===== src/rtl/vga_timing_gen.sv =====
`default_nettype none
// ============================================================================
//  Module   : vga_timing_gen
//  Purpose  : Parametrised VGA raster timing generator. Divides the system
//             clock down to a pixel tick, walks an x/y raster (active, front
//             porch, sync, back porch in both directions) and produces
//             sync/blank with a configurable pixel-tick delay so they line up
//             with a pipelined pixel path.
//  Ports    : clk          system clock
//             reset        asynchronous, active-high
//             en           run enable; low freezes divider and counters
//             pix_ce       one-clk pulse per pixel tick
//             x, y         current raster coordinates
//             hsync/vsync  syncs with selectable polarity, delayed PIPE ticks
//             blank_b      1 = active video, delayed PIPE ticks
//             sync_b       composite sync for the DAC, unused (tied 0)
//             line_start   one-clk pulse coincident with x = 0
//             frame_start  one-clk pulse coincident with (x,y) = (0,0)
//             vblank       y >= V_ACTIVE, undelayed
//  Revision : 1.0  initial parametrised release
// ============================================================================
module vga_timing_gen #(
    parameter int H_ACTIVE = 640,
    parameter int H_FP     = 16,
    parameter int H_SYNC   = 96,
    parameter int H_BP     = 48,
    parameter int V_ACTIVE = 480,
    parameter int V_FP     = 11,
    parameter int V_SYNC   = 2,
    parameter int V_BP     = 32,
    parameter int CLK_DIV  = 2,
    parameter bit HS_POL   = 1'b0,
    parameter bit VS_POL   = 1'b0,
    parameter int PIPE     = 1,
    parameter int CW       = 10
) (
    input  logic          clk,
    input  logic          reset,
    input  logic          en,
    output logic          pix_ce,
    output logic [CW-1:0] x,
    output logic [CW-1:0] y,
    output logic          hsync,
    output logic          vsync,
    output logic          blank_b,
    output logic          sync_b,
    output logic          line_start,
    output logic          frame_start,
    output logic          vblank
);

    localparam int c_HMAX = H_ACTIVE + H_FP + H_SYNC + H_BP;
    localparam int c_VMAX = V_ACTIVE + V_FP + V_SYNC + V_BP;
    localparam int c_DW   = (CLK_DIV > 1) ? $clog2(CLK_DIV) : 1;

    localparam logic [c_DW-1:0] c_DIV_LAST = c_DW'(CLK_DIV - 1);
    localparam logic [CW-1:0]   c_X_LAST   = CW'(c_HMAX - 1);
    localparam logic [CW-1:0]   c_Y_LAST   = CW'(c_VMAX - 1);
    localparam logic [CW-1:0]   c_H_ACT    = CW'(H_ACTIVE);
    localparam logic [CW-1:0]   c_V_ACT    = CW'(V_ACTIVE);
    localparam logic [CW-1:0]   c_HS_START = CW'(H_ACTIVE + H_FP);
    localparam logic [CW-1:0]   c_HS_END   = CW'(H_ACTIVE + H_FP + H_SYNC);
    localparam logic [CW-1:0]   c_VS_START = CW'(V_ACTIVE + V_FP);
    localparam logic [CW-1:0]   c_VS_END   = CW'(V_ACTIVE + V_FP + V_SYNC);

    // Bit positions inside one delay-line stage
    localparam int c_B_HS  = 2;
    localparam int c_B_VS  = 1;
    localparam int c_B_ACT = 0;

    logic [c_DW-1:0] r_div;
    logic [CW-1:0]   r_x;
    logic [CW-1:0]   r_y;
    logic            r_line_start;
    logic            r_frame_start;
    // Stage 0 always holds the decode of the current x/y; stage PIPE drives
    // the outputs, so PIPE=0 gives decodes aligned with x/y.
    logic [2:0]      r_pipe [0:PIPE];

    logic            w_tick;
    logic            w_x_last;
    logic            w_y_last;
    logic [CW-1:0]   w_x_nxt;
    logic [CW-1:0]   w_y_nxt;
    logic [2:0]      w_dec_nxt;

    // ------------------------------------------------------------------
    // Pixel divider. Reset is folded into the tick so pix_ce reads 0 while
    // reset is held, even with CLK_DIV=1 and en high.
    // ------------------------------------------------------------------
    assign w_tick = en & ~reset & (r_div == c_DIV_LAST);

    always_ff @(posedge clk or posedge reset) begin
        if (reset) begin
            r_div <= '0;
        end else if (en) begin
            r_div <= (r_div == c_DIV_LAST) ? '0 : r_div + c_DW'(1);
        end
    end

    // ------------------------------------------------------------------
    // Raster counters and their next values
    // ------------------------------------------------------------------
    assign w_x_last = (r_x == c_X_LAST);
    assign w_y_last = (r_y == c_Y_LAST);
    assign w_x_nxt  = w_x_last ? '0 : r_x + CW'(1);
    assign w_y_nxt  = w_x_last ? (w_y_last ? '0 : r_y + CW'(1)) : r_y;

    // Decoding the next position and registering it on the tick makes the
    // stage-0 value valid in the same clk as the new x/y.
    always_comb begin
        w_dec_nxt          = '0;
        w_dec_nxt[c_B_HS]  = (w_x_nxt >= c_HS_START) && (w_x_nxt < c_HS_END);
        w_dec_nxt[c_B_VS]  = (w_y_nxt >= c_VS_START) && (w_y_nxt < c_VS_END);
        w_dec_nxt[c_B_ACT] = (w_x_nxt < c_H_ACT) && (w_y_nxt < c_V_ACT);
    end

    always_ff @(posedge clk or posedge reset) begin
        if (reset) begin
            r_x <= '0;
            r_y <= '0;
            for (int i = 0; i <= PIPE; i++) begin
                r_pipe[i] <= '0;
            end
        end else if (w_tick) begin
            r_x       <= w_x_nxt;
            r_y       <= w_y_nxt;
            r_pipe[0] <= w_dec_nxt;
            for (int i = 1; i <= PIPE; i++) begin
                r_pipe[i] <= r_pipe[i-1];
            end
        end
    end

    // ------------------------------------------------------------------
    // Strobes: registered every clk so they are single-clk pulses that
    // appear together with the wrapped coordinate.
    // ------------------------------------------------------------------
    always_ff @(posedge clk or posedge reset) begin
        if (reset) begin
            r_line_start  <= 1'b0;
            r_frame_start <= 1'b0;
        end else begin
            r_line_start  <= w_tick & w_x_last;
            r_frame_start <= w_tick & w_x_last & w_y_last;
        end
    end

    // ------------------------------------------------------------------
    // Outputs
    // ------------------------------------------------------------------
    assign pix_ce      = w_tick;
    assign x           = r_x;
    assign y           = r_y;
    assign hsync       = r_pipe[PIPE][c_B_HS] ? HS_POL : ~HS_POL;
    assign vsync       = r_pipe[PIPE][c_B_VS] ? VS_POL : ~VS_POL;
    assign blank_b     = r_pipe[PIPE][c_B_ACT];
    assign sync_b      = 1'b0;
    assign line_start  = r_line_start;
    assign frame_start = r_frame_start;
    assign vblank      = (r_y >= c_V_ACT);

endmodule
`default_nettype wire

===== config.mk =====
export PLATFORM = sky130hd
export DESIGN_NAME = vga_timing_gen
export DESIGN_NICKNAME = d
export VERILOG_FILES = /design/src/rtl/vga_timing_gen.sv
export SDC_FILE = /design/constraint.sdc
export NUM_CORES = 1
export LEC_CHECK = 0
export BUFFER_PORTS_ARGS = -buffer_cell sky130_fd_sc_hd__buf_2
export CAP_MARGIN = 20
export CORE_MARGIN = 4
export CORE_UTILIZATION = 30
export DETAILED_ROUTE_END_ITERATION = 6
export GPL_ROUTABILITY_DRIVEN = 0
export PLACE_DENSITY_LB_ADDON = 0.3
export SLEW_MARGIN = 20
export SYNTH_ARGS = -nofsm -noshare
export SYNTH_HDL_FRONTEND = slang
export SYNTH_SLANG_ARGS = --single-unit

===== constraint.sdc =====
create_clock -name clk -period 2.55 [get_ports clk]
set_clock_uncertainty 0.1 [all_clocks]
set_input_delay 0.3825 -clock clk [delete_from_list [all_inputs] [get_ports clk]]
set_output_delay 0.3825 -clock clk [all_outputs]
set_load 0.02 [all_outputs]

Word level (Yosys, flattened, before mapping)
Cells that the tools add are included.
- word-level logic and storage cells: 33
- output and inout bits: 28
- register bits after elaboration: 29
- bits of input ports: 3
- order comparisons: 7
- equality and inequality tests: 2
- $add $sub $neg: 3
- mux-type cells: 6
- reductions and logical operators: 3
- bitwise logic cells: 5
- operators by type and width (cell ; count):
    $mux 10 ; 3
    $add 10x1->10 const B ; 2
    $eq 10x10->1 const B ; 2
    $ge 10x9->1 const B ; 2
    $lt 10x10->1 const B ; 2
    $lt 10x9->1 const B ; 2
    $ge 10x10->1 const B ; 1
    $and 1x1->1 ; 4
    $logic_and 1x1->1 ; 3
    $mux 1 ; 3
    $add 1x1->1 const B ; 1
    $not 1->1 ; 1

Logic depth before layout (Yosys ltp)
- depth in word-level cells: 5
- gate-level depth with buffers: 8
- gate-level depth less buffers: 7

Worst setup path before layout
OpenSTA, ideal clock, no wires.
- path type: input-to-reg
- start point: in reset
- end point: reg r_pipe[5] in the netlist's numbering
- stages on the path: 6
- path slack: 63 ps
- arrival: 2292 ps
- buffers on the path: 1
- cell sequence: inv_1 nand3_1 inv_1 buf_1 o41ai_1 o31ai_1
- longest elaborated chain between the ends: 3
- RTL lines (what ; RTL line ; source):
    start: declaration ; 38 ; input logic reset,
    $not 1->1 ; 91 ; assign w_tick = en & ~reset & (r_div == c_DIV_LAST);
    $and 1x1->1 (2 in a row) ; 91 ;
    named net pix_ce ; 40 ; output logic pix_ce,
    end signal: indexed assignment ; 130 ; r_pipe[i] <= r_pipe[i-1];
    end: declaration ; 78 ; logic [2:0] r_pipe [0:PIPE];
The timed path passes the listed nets, and every way through them passes these cells.
A chain may end at the register's enable or synchronous reset.

Final worst setup path
- start point: reg r_x[0], in the netlist x[0]
- end point: reg r_pipe[4] in the netlist's numbering
- longest elaborated chain between the ends: 4
- elaborated cells on any way between the ends: 5
- RTL lines (what ; RTL line ; source):
    start: declaration ; 72 ; logic [CW-1:0] r_x;
    start signal: assignment ; 126 ; r_x <= w_x_nxt;
    $eq 10x10->1 * ; 104 ; assign w_x_last = (r_x == c_X_LAST);
    $mux 10 * ; 107 ; assign w_y_nxt = w_x_last ? (w_y_last ? '0 : r_y + CW'(1)) : r_y;
    $ge 10x9->1 or $lt 10x9->1 (tied branches) ; 114 ; w_dec_nxt[c_B_VS] = (w_y_nxt >= c_VS_START) && (w_y_nxt < c_VS_END);
    $logic_and 1x1->1 * ; 114 ;
Mark *: on every way between the ends. The rest lies on a longest branch, timed or not.

==> out/qor.yml <==
diodes: 0
dp.cells: 291
first_pass_iters: 4
core_mm2: 0.00554
outcome: "complete, no violations"
vias_per_cell: 5.22
die_h_um: 83.8
ctsHoldBuffers: 0
slowest_delay_ns: 0.47
placed_area_mm2: 0.00194
worstSetupEndpointType: "flop"
synth_edf_count: 0
fin_setup_tns_ns: 0
drive_gt1_frac: 0.207
cap_violations: 0
cts_resized: 0
ioPinCount: 31
grt_max_degree: 30
swShare: 0.322
grt_usage: 0.129
grt_pass1_vias: 1520
area_growth_pct: 17.5
synthTopCellsByArea: "dfrtp_1 (42%), nand2_1 (6.5%), o21ai_0 (5.2%)"
syn_avg_cell_area_um2: 8.83
portBuffers: 29
vdd_drop_max_mv: 0.280
wl_per_cell_um: 14.3
yosysSeqAreaShare: 0.422
ys_types: 51
cts_tree: "yes"
hold_ws_ns: 0.0976
setup_viol: 0
fin_util: 0.365
ant_nets: 0
ys_ff_latch: 29
cp.arrival_ns: 2.29
vias: 1560
synthCells: 195
path_class: "flop to flop"
drc_errors: 0
clock-sinks: 29
power_leakage_nw: 0.908
nNetsFinal: 233
combPwrFrac: 0.186
fin_crit_sh: 0.868
cts_buffer_depth: 2
p_sw_mw: 0.372
worst-path-buf-inv: 0
fin_area_mm2: 0.00202
cts-root-buf: "clkbuf_8"
clk_latency_ns: 0.28
synth_flop_cell: "dfrtp_1"
grt_pass1_wl_mm: 7.36
path_cells: "ha_1 > and4_1 > and3_1 > nand2_1 > o311a_1 > a32o_1"
cp.required_ns: 2.62
synth_top_area_share: 0.422
max_freq_mhz: 452
drt_iter0_drc: 67
clk_pin_slew_ns: 0.06
crit_family: "simple AND/OR/NAND/NOR gates"
dp_hpwl_mm: 3.11
netlist_area_mm2: 0.00172
die_area_mm2: 0.00701
start_util: 0.311
dieWidth_um: 83.8
antenna_found_initial: 0
power_frac_clock: 0.314
maxSlewViolCount: 0
yosys_warnings: 0
final_cells: 299
synth_nets: 202
overflow: 0
core.rowCount: 27
fillers: 608
p_seq_frac: 0.500
drt-total-wl_mm: 4.29
hold_path_class: "primary input to asynchronous set/reset pin"
cts_buffers: 5
async_flop_share: 1.00
htree_levels: 2
worstPathMaxFanout: 8
power.internal_mw: 0.783
critical_path.slowest_cell: "dfrtp_1"
hold_viol_final: 0
synth_top_area_cell: "dfrtp_1"
power_density_mw_per_mm2: 571
post-route-min-period_ns: 2.21
start_kind: "flop"
rsz0062_at_grt: "no"
postCtsSetupRepairBufs: 0
==> worst register-to-register path, stage by stage, from the launching register on <==
cell,delay [ns]
dfrtp_1,0.47
ha_1,0.25
and4_1,0.36
and3_1,0.30
nand2_1,0.08
o311a_1,0.29
a32o_1,0.25
==> logic make-up (layout without fill, tap and decap cells) <==
group,after synthesis,after routing,share of synthesized area
flip-flops,29,29,0.422
buffers and inverters,19,51,0.0516
AO/OA/AOI/OAI,51,51,0.198
adder cells (fa/ha/maj),5,5,0.0349
XOR/XNOR,9,9,0.0458
multiplexers,2,2,0.0124
AND/OR/NAND/NOR,79,79,0.234
other,1,1,0.00218
==> synth_stat cells (3+ instances only) <==
library cell   n
a21oi_1        7
and2_1         3
and3_1         3
buf_2          5
clkbuf_1       3
dfrtp_1       29
ha_1           4
inv_1          7
nand2_1       30
nand2b_1       4
nand3_1       10
nand4_1        5
nor2_1         9
nor3_1         4
o21ai_0       18
o22ai_1        3
o31ai_1        5
xnor2_1        5
xor2_1         4
==> power groups by stage <==
stage / logic, mW / clock network, mW / registers (mW)
after floorplan: 0.103 / 0 / 0.615
after global placement: 0.219 / 0 / 0.579
after detailed placement: 0.219 / 0 / 0.586
after CTS: 0.220 / 0.380 / 0.577
after global routing: 0.239 / 0.404 / 0.586
final: 0.215 / 0.362 / 0.578
==> cell usage in the layout (no fill, tap or decap), types with 2 or more instances in the layout <==
cell type  netlist  routed
nand4_1          5       5
nand3b_1         2       2
and4_1           2       2
xnor2_1          5       5
and3_1           3       3
a32o_1           2       2
nor3_1           4       4
nor2_1           9       9
xor2_1           4       4
buf_4            1       6
o31ai_1          5       5
a211oi_1         2       2
a21oi_1          7       7
clkbuf_8         0       5
o41ai_1          2       2
nand3_1         10      10
inv_1            7       7
o21ai_0         18      18
nand2b_1         4       4
and2_1           3       3
buf_2            5      29
ha_1             4       4
o22ai_1          3       3
clkbuf_1         3       3
nand2_1         30      30
dfrtp_1         29      29
==> cell type report <==
class	instances	area (um2)	share of cell area
clock buffer	8	80.1	0.0396
tap	72	90.1	0.0445
inverter	8	30.0	0.0148
sequential	29	726	0.359
timing repair buffer	35	190	0.0940
multi-input combinational	147	907	0.448
==> worst paths after layout <==
| path | start | end | slack, ns | depth (start not counted) |
|---|---|---|---|---|
| worst min register to register | r_div$_DFFE_PP0P_ | r_div$_DFFE_PP0P_ | 0.37 | 1 |
| worst max register to register | x[0]$_DFFE_PP0P_ | r_pipe[4]$_DFFE_PP0P_ | 0.34 | 6 |
| min in group clk | en | r_div$_DFFE_PP0P_ | 0.24 | 2 |
| max in group asynchronous | reset | y[7]$_DFFE_PP0P_ | 1.97 | 3 |
| worst max-delay path | x[0]$_DFFE_PP0P_ | r_pipe[4]$_DFFE_PP0P_ | 0.34 | 6 |
| worst min-delay path | reset | r_pipe[4]$_DFFE_PP0P_ | 0.1 | 3 |
==> metrics by stage <==
stage | total power [mW] | setup WS (ns)
6_report | 1.16 | 0.335
5_1_grt | 1.23 | 0.170
4_1_cts | 1.18 | 0.356
3_5_place_dp | 0.805 | 0.354
3_3_place_gp | 0.798 | 0.467
2_1_floorplan | 0.718 | 0.0631
==> layer usage <==
metal | share of wire | up-vias | wire (um) | track usage
li1 | - | 769 | - | -
met1 | 0.47 | 742 | 2020 | 0.166
met2 | 0.46 | 41 | 1990 | 0.207
met3 | 0.049 | 8 | 212 | 0.0316
met4 | 0.017 | 0 | 74 | 0.0541
met5 | 0 | - | 0 | 0
==> sequential cells by signal, indices dropped and copies added, names as in the netlist <==
name / flops
blank_b: 1
x: 10
frame_start: 1
r_div: 1
line_start: 1
r_pipe: 5
y: 10
No activity file was read; power rests on OpenSTA's default activity.
